===== src/rtl/exu_regfile_if.sv =====
// Writeback bus into the integer register file.
//   rf_wbck_i_ena    writeback stage -> regfile : write request
//   rf_wbck_i_wdat   writeback stage -> regfile : write data
//   rf_wbck_i_rdidx  writeback stage -> regfile : destination register index
//   rf_wbck_i_ready  regfile -> writeback stage : write acceptance (always 1)
interface exu_regfile_if #(
  parameter int XLEN        = 32,
  parameter int RFIDX_WIDTH = 5
);
  logic                   rf_wbck_i_ena;
  logic [XLEN-1:0]        rf_wbck_i_wdat;
  logic [RFIDX_WIDTH-1:0] rf_wbck_i_rdidx;
  logic                   rf_wbck_i_ready;

  modport master (output rf_wbck_i_ena, rf_wbck_i_wdat, rf_wbck_i_rdidx,
                  input  rf_wbck_i_ready);
  modport slave  (input  rf_wbck_i_ena, rf_wbck_i_wdat, rf_wbck_i_rdidx,
                  output rf_wbck_i_ready);
endinterface


===== src/rtl/exu_regfile.sv =====
// Integer register file with two combinational read ports, a debug read port
// (committed state only), optional write->read bypass and a retired-write counter.
//   clk, rst_n          clock, asynchronous active-low reset
//   wbck (slave)        writeback bus: ena / wdat / rdidx in, ready out
//   read_src1/2_idx     read port indices
//   read_src1/2_dat     read port data (combinational, bypassed when BYPASS=1)
//   dbg_rdidx/rddat     debug read, never bypassed
//   rf_wr_cnt           count of committed writes to x1..x(RFREG_NUM-1), wraps

// One architectural register; x0 is not instantiated.
module exu_rf_entry #(
  parameter int XLEN = 32
) (
  input  logic            clk,
  input  logic            rst_n,
  input  logic            i_we,
  input  logic [XLEN-1:0] i_wdat,
  output logic [XLEN-1:0] o_q
);
  logic [XLEN-1:0] r_q;

  always_ff @(posedge clk or negedge rst_n) begin
    if (!rst_n)    r_q <= '0;
    else if (i_we) r_q <= i_wdat;
  end

  assign o_q = r_q;
endmodule

module exu_regfile #(
  parameter int XLEN        = 32,
  parameter int RFIDX_WIDTH = 5,
  parameter int RFREG_NUM   = 32,
  parameter int BYPASS      = 1,
  parameter int CNT_WIDTH   = 32
) (
  input  logic                   clk,
  input  logic                   rst_n,
  exu_regfile_if.slave           wbck,
  input  logic [RFIDX_WIDTH-1:0] read_src1_idx,
  input  logic [RFIDX_WIDTH-1:0] read_src2_idx,
  output logic [XLEN-1:0]        read_src1_dat,
  output logic [XLEN-1:0]        read_src2_dat,
  input  logic [RFIDX_WIDTH-1:0] dbg_rdidx,
  output logic [XLEN-1:0]        dbg_rddat,
  output logic [CNT_WIDTH-1:0]   rf_wr_cnt
);
  logic [RFREG_NUM-1:0][XLEN-1:0] w_regs;
  logic                           w_wr_legal;
  logic [CNT_WIDTH-1:0]           r_wr_cnt;

  // Ready is unconditional, so acceptance never depends on state or reset.
  assign wbck.rf_wbck_i_ready = 1'b1;

  // Writes to x0 or past the implemented registers are dropped entirely.
  assign w_wr_legal = wbck.rf_wbck_i_ena & wbck.rf_wbck_i_ready
                    & (wbck.rf_wbck_i_rdidx != '0)
                    & (int'(wbck.rf_wbck_i_rdidx) < RFREG_NUM);

  assign w_regs[0] = '0;

  genvar gi;
  generate
    for (gi = 1; gi < RFREG_NUM; gi++) begin : g_reg
      exu_rf_entry #(.XLEN(XLEN)) u_entry (
        .clk    (clk),
        .rst_n  (rst_n),
        .i_we   (w_wr_legal && (wbck.rf_wbck_i_rdidx == RFIDX_WIDTH'(gi))),
        .i_wdat (wbck.rf_wbck_i_wdat),
        .o_q    (w_regs[gi])
      );
    end
  endgenerate

  // Out-of-range indices read 0 and are never bypassed, since a write there
  // never lands in the array either.
  function automatic logic [XLEN-1:0] rd_port(input logic [RFIDX_WIDTH-1:0] idx,
                                              input logic byp_en);
    logic [XLEN-1:0] v;
    v = '0;
    if (int'(idx) < RFREG_NUM) begin
      v = w_regs[idx];
      if (byp_en && w_wr_legal && (wbck.rf_wbck_i_rdidx == idx))
        v = wbck.rf_wbck_i_wdat;
    end
    return v;
  endfunction

  always_comb begin
    read_src1_dat = rd_port(read_src1_idx, BYPASS != 0);
    read_src2_dat = rd_port(read_src2_idx, BYPASS != 0);
    dbg_rddat     = rd_port(dbg_rdidx, 1'b0);
  end

  always_ff @(posedge clk or negedge rst_n) begin
    if (!rst_n)          r_wr_cnt <= '0;
    else if (w_wr_legal) r_wr_cnt <= r_wr_cnt + {{(CNT_WIDTH-1){1'b0}}, 1'b1};
  end

  assign rf_wr_cnt = r_wr_cnt;
endmodule


===== src/flat_wrapper.sv =====
// flat-port wrapper written by rule: the top's interface ports become plain ports
module exu_regfile_flat 
#(
  parameter int XLEN        = 32,
  parameter int RFIDX_WIDTH = 5,
  parameter int RFREG_NUM   = 32,
  parameter int BYPASS      = 1,
  parameter int CNT_WIDTH   = 32
)
  (clk, rst_n, read_src1_idx, read_src2_idx, read_src1_dat, read_src2_dat, dbg_rdidx, dbg_rddat, rf_wr_cnt, wbck_rf_wbck_i_ena, wbck_rf_wbck_i_wdat, wbck_rf_wbck_i_rdidx, wbck_rf_wbck_i_ready);
  exu_regfile_if #(.XLEN(XLEN), .RFIDX_WIDTH(RFIDX_WIDTH)) wbck_i ();
  input  logic clk;
  input  logic rst_n;
  input  logic [RFIDX_WIDTH-1:0] read_src1_idx;
  input  logic [RFIDX_WIDTH-1:0] read_src2_idx;
  output logic [XLEN-1:0] read_src1_dat;
  output logic [XLEN-1:0] read_src2_dat;
  input  logic [RFIDX_WIDTH-1:0] dbg_rdidx;
  output logic [XLEN-1:0] dbg_rddat;
  output logic [CNT_WIDTH-1:0] rf_wr_cnt;
  input wire logic [$bits(wbck_i.rf_wbck_i_ena)-1:0] wbck_rf_wbck_i_ena;
  input wire logic [$bits(wbck_i.rf_wbck_i_wdat)-1:0] wbck_rf_wbck_i_wdat;
  input wire logic [$bits(wbck_i.rf_wbck_i_rdidx)-1:0] wbck_rf_wbck_i_rdidx;
  output wire logic [$bits(wbck_i.rf_wbck_i_ready)-1:0] wbck_rf_wbck_i_ready;
  assign wbck_i.rf_wbck_i_ena = wbck_rf_wbck_i_ena;
  assign wbck_i.rf_wbck_i_wdat = wbck_rf_wbck_i_wdat;
  assign wbck_i.rf_wbck_i_rdidx = wbck_rf_wbck_i_rdidx;
  assign wbck_rf_wbck_i_ready = wbck_i.rf_wbck_i_ready;
  exu_regfile #(.XLEN(XLEN), .RFIDX_WIDTH(RFIDX_WIDTH), .RFREG_NUM(RFREG_NUM), .BYPASS(BYPASS), .CNT_WIDTH(CNT_WIDTH)) u_core (.clk(clk), .rst_n(rst_n), .wbck(wbck_i), .read_src1_idx(read_src1_idx), .read_src2_idx(read_src2_idx), .read_src1_dat(read_src1_dat), .read_src2_dat(read_src2_dat), .dbg_rdidx(dbg_rdidx), .dbg_rddat(dbg_rddat), .rf_wr_cnt(rf_wr_cnt));
endmodule

===== config.mk =====
export PLATFORM = sky130hd
export DESIGN_NAME = exu_regfile_flat
export DESIGN_NICKNAME = d
export VERILOG_FILES = /design/src/rtl/exu_regfile_if.sv /design/src/rtl/exu_regfile.sv /design/src/flat_wrapper.sv
export SDC_FILE = /design/constraint.sdc
export NUM_CORES = 2
export LEC_CHECK = 0
export CORE_ASPECT_RATIO = 0.7
export CORE_MARGIN = 4
export CORE_UTILIZATION = 40
export CTS_BUF_LIST = sky130_fd_sc_hd__clkbuf_8
export DETAILED_ROUTE_END_ITERATION = 10
export PLACE_DENSITY = 0.56
export SETUP_SLACK_MARGIN = 0.1
export SYNTH_ARGS = -nofsm -noshare
export SYNTH_HDL_FRONTEND = slang
export SYNTH_SLANG_ARGS = --single-unit

===== constraint.sdc =====
create_clock -name clk -period 5.8 [get_ports clk]
set_input_delay 1.45 -clock clk [delete_from_list [all_inputs] [get_ports clk]]
set_output_delay 1.45 -clock clk [all_outputs]
set_load 0.01 [all_outputs]

==> metrics.txt <==
status finished, final reports clean; endpoints failing hold 0; global-route wire length before repair 353000 um; max-cap violations 0; Max Slew Vio Count 0; share of cells above drive strength 1 53.81%; HP Start u_core.rf_wr_cnt[31]; Rel. slew slack 23.78%; Avg Cell Area, Syn 14.41 sq um; die width 481.6 um; worst endpoint required time 4.35 ns; Crit Path Class in2out; Max Freq 175.5 MHz; Cells on Worst Hold Path 1; DR DRC count 0; FF-to-FF Start u_core.rf_wr_cnt[11]; number of flops mapped to enable cells by yosys 0; worst-margin pin slew 1.143 ns; WP buf/inv 5; routed len/inst 36.03 um; TritonCTS clock tree built; Worst Path Arrival 4.25 ns; crit end category output port; # port buffers 182; depth of the most critical reg-to-reg path 5; fin nets 4633; Placer Congestion 0.8869; all-layer global routing usage 29.90%; Initial DRC Count 5357; placed wire-length estimate 157000 um; register area share after synthesis 40.79%; VDD IR max 193.5 uV; Synth Area in XOR/XNOR 0.5717%; Skew-Pair Late Insertion Delay 0.92 ns; largest net degree at the start of global routing 111; minimum clock period 5.698 ns; vias in the first global route 45150; Total Wirelength 245300 um; PD cells 320.1 nW/um^2; Clock Skew 0.02854 ns; fin crit share 98.25%; fin util 46.76%; fin cells 6807; commonest non-fill, non-tap cell in the layout mux2_2; WHS Endpoint u_core.rf_wr_cnt[31]; area of the mapped netlist 62810 sq um; Std-Cell Rows 121; Vias 45650; core outline area 155800 sq um; via/cell ratio 6.706; die height 339.6 um; most common flop cell mapped by yosys dfrtp_1; crit start category input port; synthesized flop and latch total 1024; initial antenna violation count 8; complex-gate fraction of the synthesized area 6.342%; largest family of logic cells by synthesized area multiplexers; synth warn 0; # fillers 13530; I/O pins 184; grt ovf 0; reg2reg end u_core.rf_wr_cnt[23]; # hold bufs at CTS 0; ordered list of cells on the worst path clkbuf_8, buf_12, nor2b_2, buf_4, a221oi_1, nor3_1, nor3_1, buf_4, o31ai_1, clkdlybuf4s50_1; slowest CP cell clkdlybuf4s50_1; Lkg Pwr 30.88 nW; Pre-antenna DRT Iters 6; Clock Sinks 1024; most frequent cells in the layout 1211 x mux2_2, 1024 x dfrtp_1, 627 x mux4_2, 283 x buf_4, 225 x clkbuf_8; adder-cell share of the synthesized area 0.01992%; flop2flop setup slack 3.54 ns; final antenna-violating net count 0; post-synthesis simple-gate area fraction 2.605%; RSZ-0062 raised after global routing no; syn nets 4416; count of cell types in the netlist 49; Initial Util 40.32%; cts bufs inserted 175; placed insts 6489; worst hold path type reg2reg; Die Area 163500 sq um; clk buf depth 3; CP top delay family buffers and inverters; post-synthesis mux area share 46.25%; crit path max fanout 19; CP max stage delay 0.69 ns; root buffer cell clkbuf_8; Finish-stage setup viols 0; Overall Power 23.32 mW; fraction of registers with async set or reset after synthesis 100.0%; Clock transition at path regs 0.06 ns; CTS HTree Levels 4; Gate Count Post-Synth 4360; synthesis-to-finish area growth 15.97%
## metal layers
metal	GRT usage [%]	part of all wire (%)	vias up
li1	-	-	17850
met1	43.38	42	24560
met2	41.88	43	2662
met3	8.027	10	569
met4	13.18	4.8	6
met5	0	0.016	-
## sequential cells by signal, indices dropped and copies added (netlist names)
signal / cells
u_core.g.u_entry.o_q: 992
u_core.rf_wr_cnt: 32
## cells in the mapped netlist (11+ instances only)
master	count	area (sq um)
a211oi_1	15	112.6
a221oi_1	63	551.8
a22o_1	203	1778
a22oi_1	48	360.4
buf_1	69	259.0
buf_2	135	675.7
buf_4	13	97.59
clkbuf_1	281	1055
dfrtp_1	1024	25620
mux2_2	1211	13640
mux2i_1	125	1251
mux4_2	627	14120
nand2_1	139	521.8
nand3_1	11	55.05
nand4_1	17	106.4
nor2_1	81	304.0
nor2b_1	33	206.5
nor3_1	39	195.2
o221ai_1	109	954.7
o31ai_1	15	112.6
xnor2_1	24	210.2
xor2_1	17	148.9
## worst max-delay path by stage
stage                                 start           endpoint  slack, ns  depth (start not counted)
floorplan                      dbg_rdidx[1]      dbg_rddat[23]       0.99                          6
global placement           read_src1_idx[2]  read_src1_dat[24]      -0.23                         10
CTS                 wbck_rf_wbck_i_rdidx[1]  read_src2_dat[24]       0.09                         10
global route        wbck_rf_wbck_i_rdidx[0]  read_src1_dat[24]       0.06                          9
detailed placement  wbck_rf_wbck_i_rdidx[1]  read_src2_dat[24]      -0.23                          9
finish                     read_src1_idx[2]  read_src1_dat[25]       0.10                         10
## per-stage QoR
stage	setup TNS, ns	area, sq um	worst slack [ns]	hold WS [ns]
2_1_floorplan	0	62810	0.9924	0.4944
6_report	0	72840	0.1015	0.4728
4_1_cts	0	72730	0.08511	0.4791
3_3_place_gp	-0.7325	69100	-0.2277	0.4618
5_1_grt	0	72830	0.06192	0.5226
3_5_place_dp	-1.004	69100	-0.2307	0.4661
## cell families (layout without fill, tap and decap cells)
kind of cell    Yosys count  in the layout
compound gates          466            466
other cells               1              6
mux                    1967           1967
fa+ha+maj                 1              1
flops                  1024           1024
buf+inv                 506            857
simple gates            354            354
xor+xnor                 41             41
## where the power goes
group          switching, mW  leakage (nW)  total [mW]  internal (mW)
clock                   3.24          2.00        6.75           3.51
combinational           2.70          15.8        6.52           3.82
sequential              1.52          13.1        10.0           8.53
## worst reg2reg max path: stages, from the launching register on
cell	delay (ns)
dfrtp_1	0.44
nand4_1	0.25
nor4b_1	0.39
nand4_1	0.52
nor3_1	0.41
xor2_1	0.17
## what timing repair did
item	4_1_cts	5_1_grt
buffers inserted	2	0
cloned	0	0
pin swaps	0	0
setup endpoints to repair	16	53
gates resized for setup	15	31
## final cells by class
cell class | instances | area [sq um] | area share [%]
diodes | 5 | 12.51 | 0.01718
well taps | 2091 | 2616 | 3.592
repair buffers | 541 | 5607 | 7.697
multi-input cells | 2830 | 35440 | 48.65
inverters | 5 | 18.77 | 0.02576
flip-flops and latches | 1024 | 25620 | 35.18
clock inverters | 87 | 444.2 | 0.6098
clock buffers | 224 | 3083 | 4.232
Power figures use the tool's default switching activity.
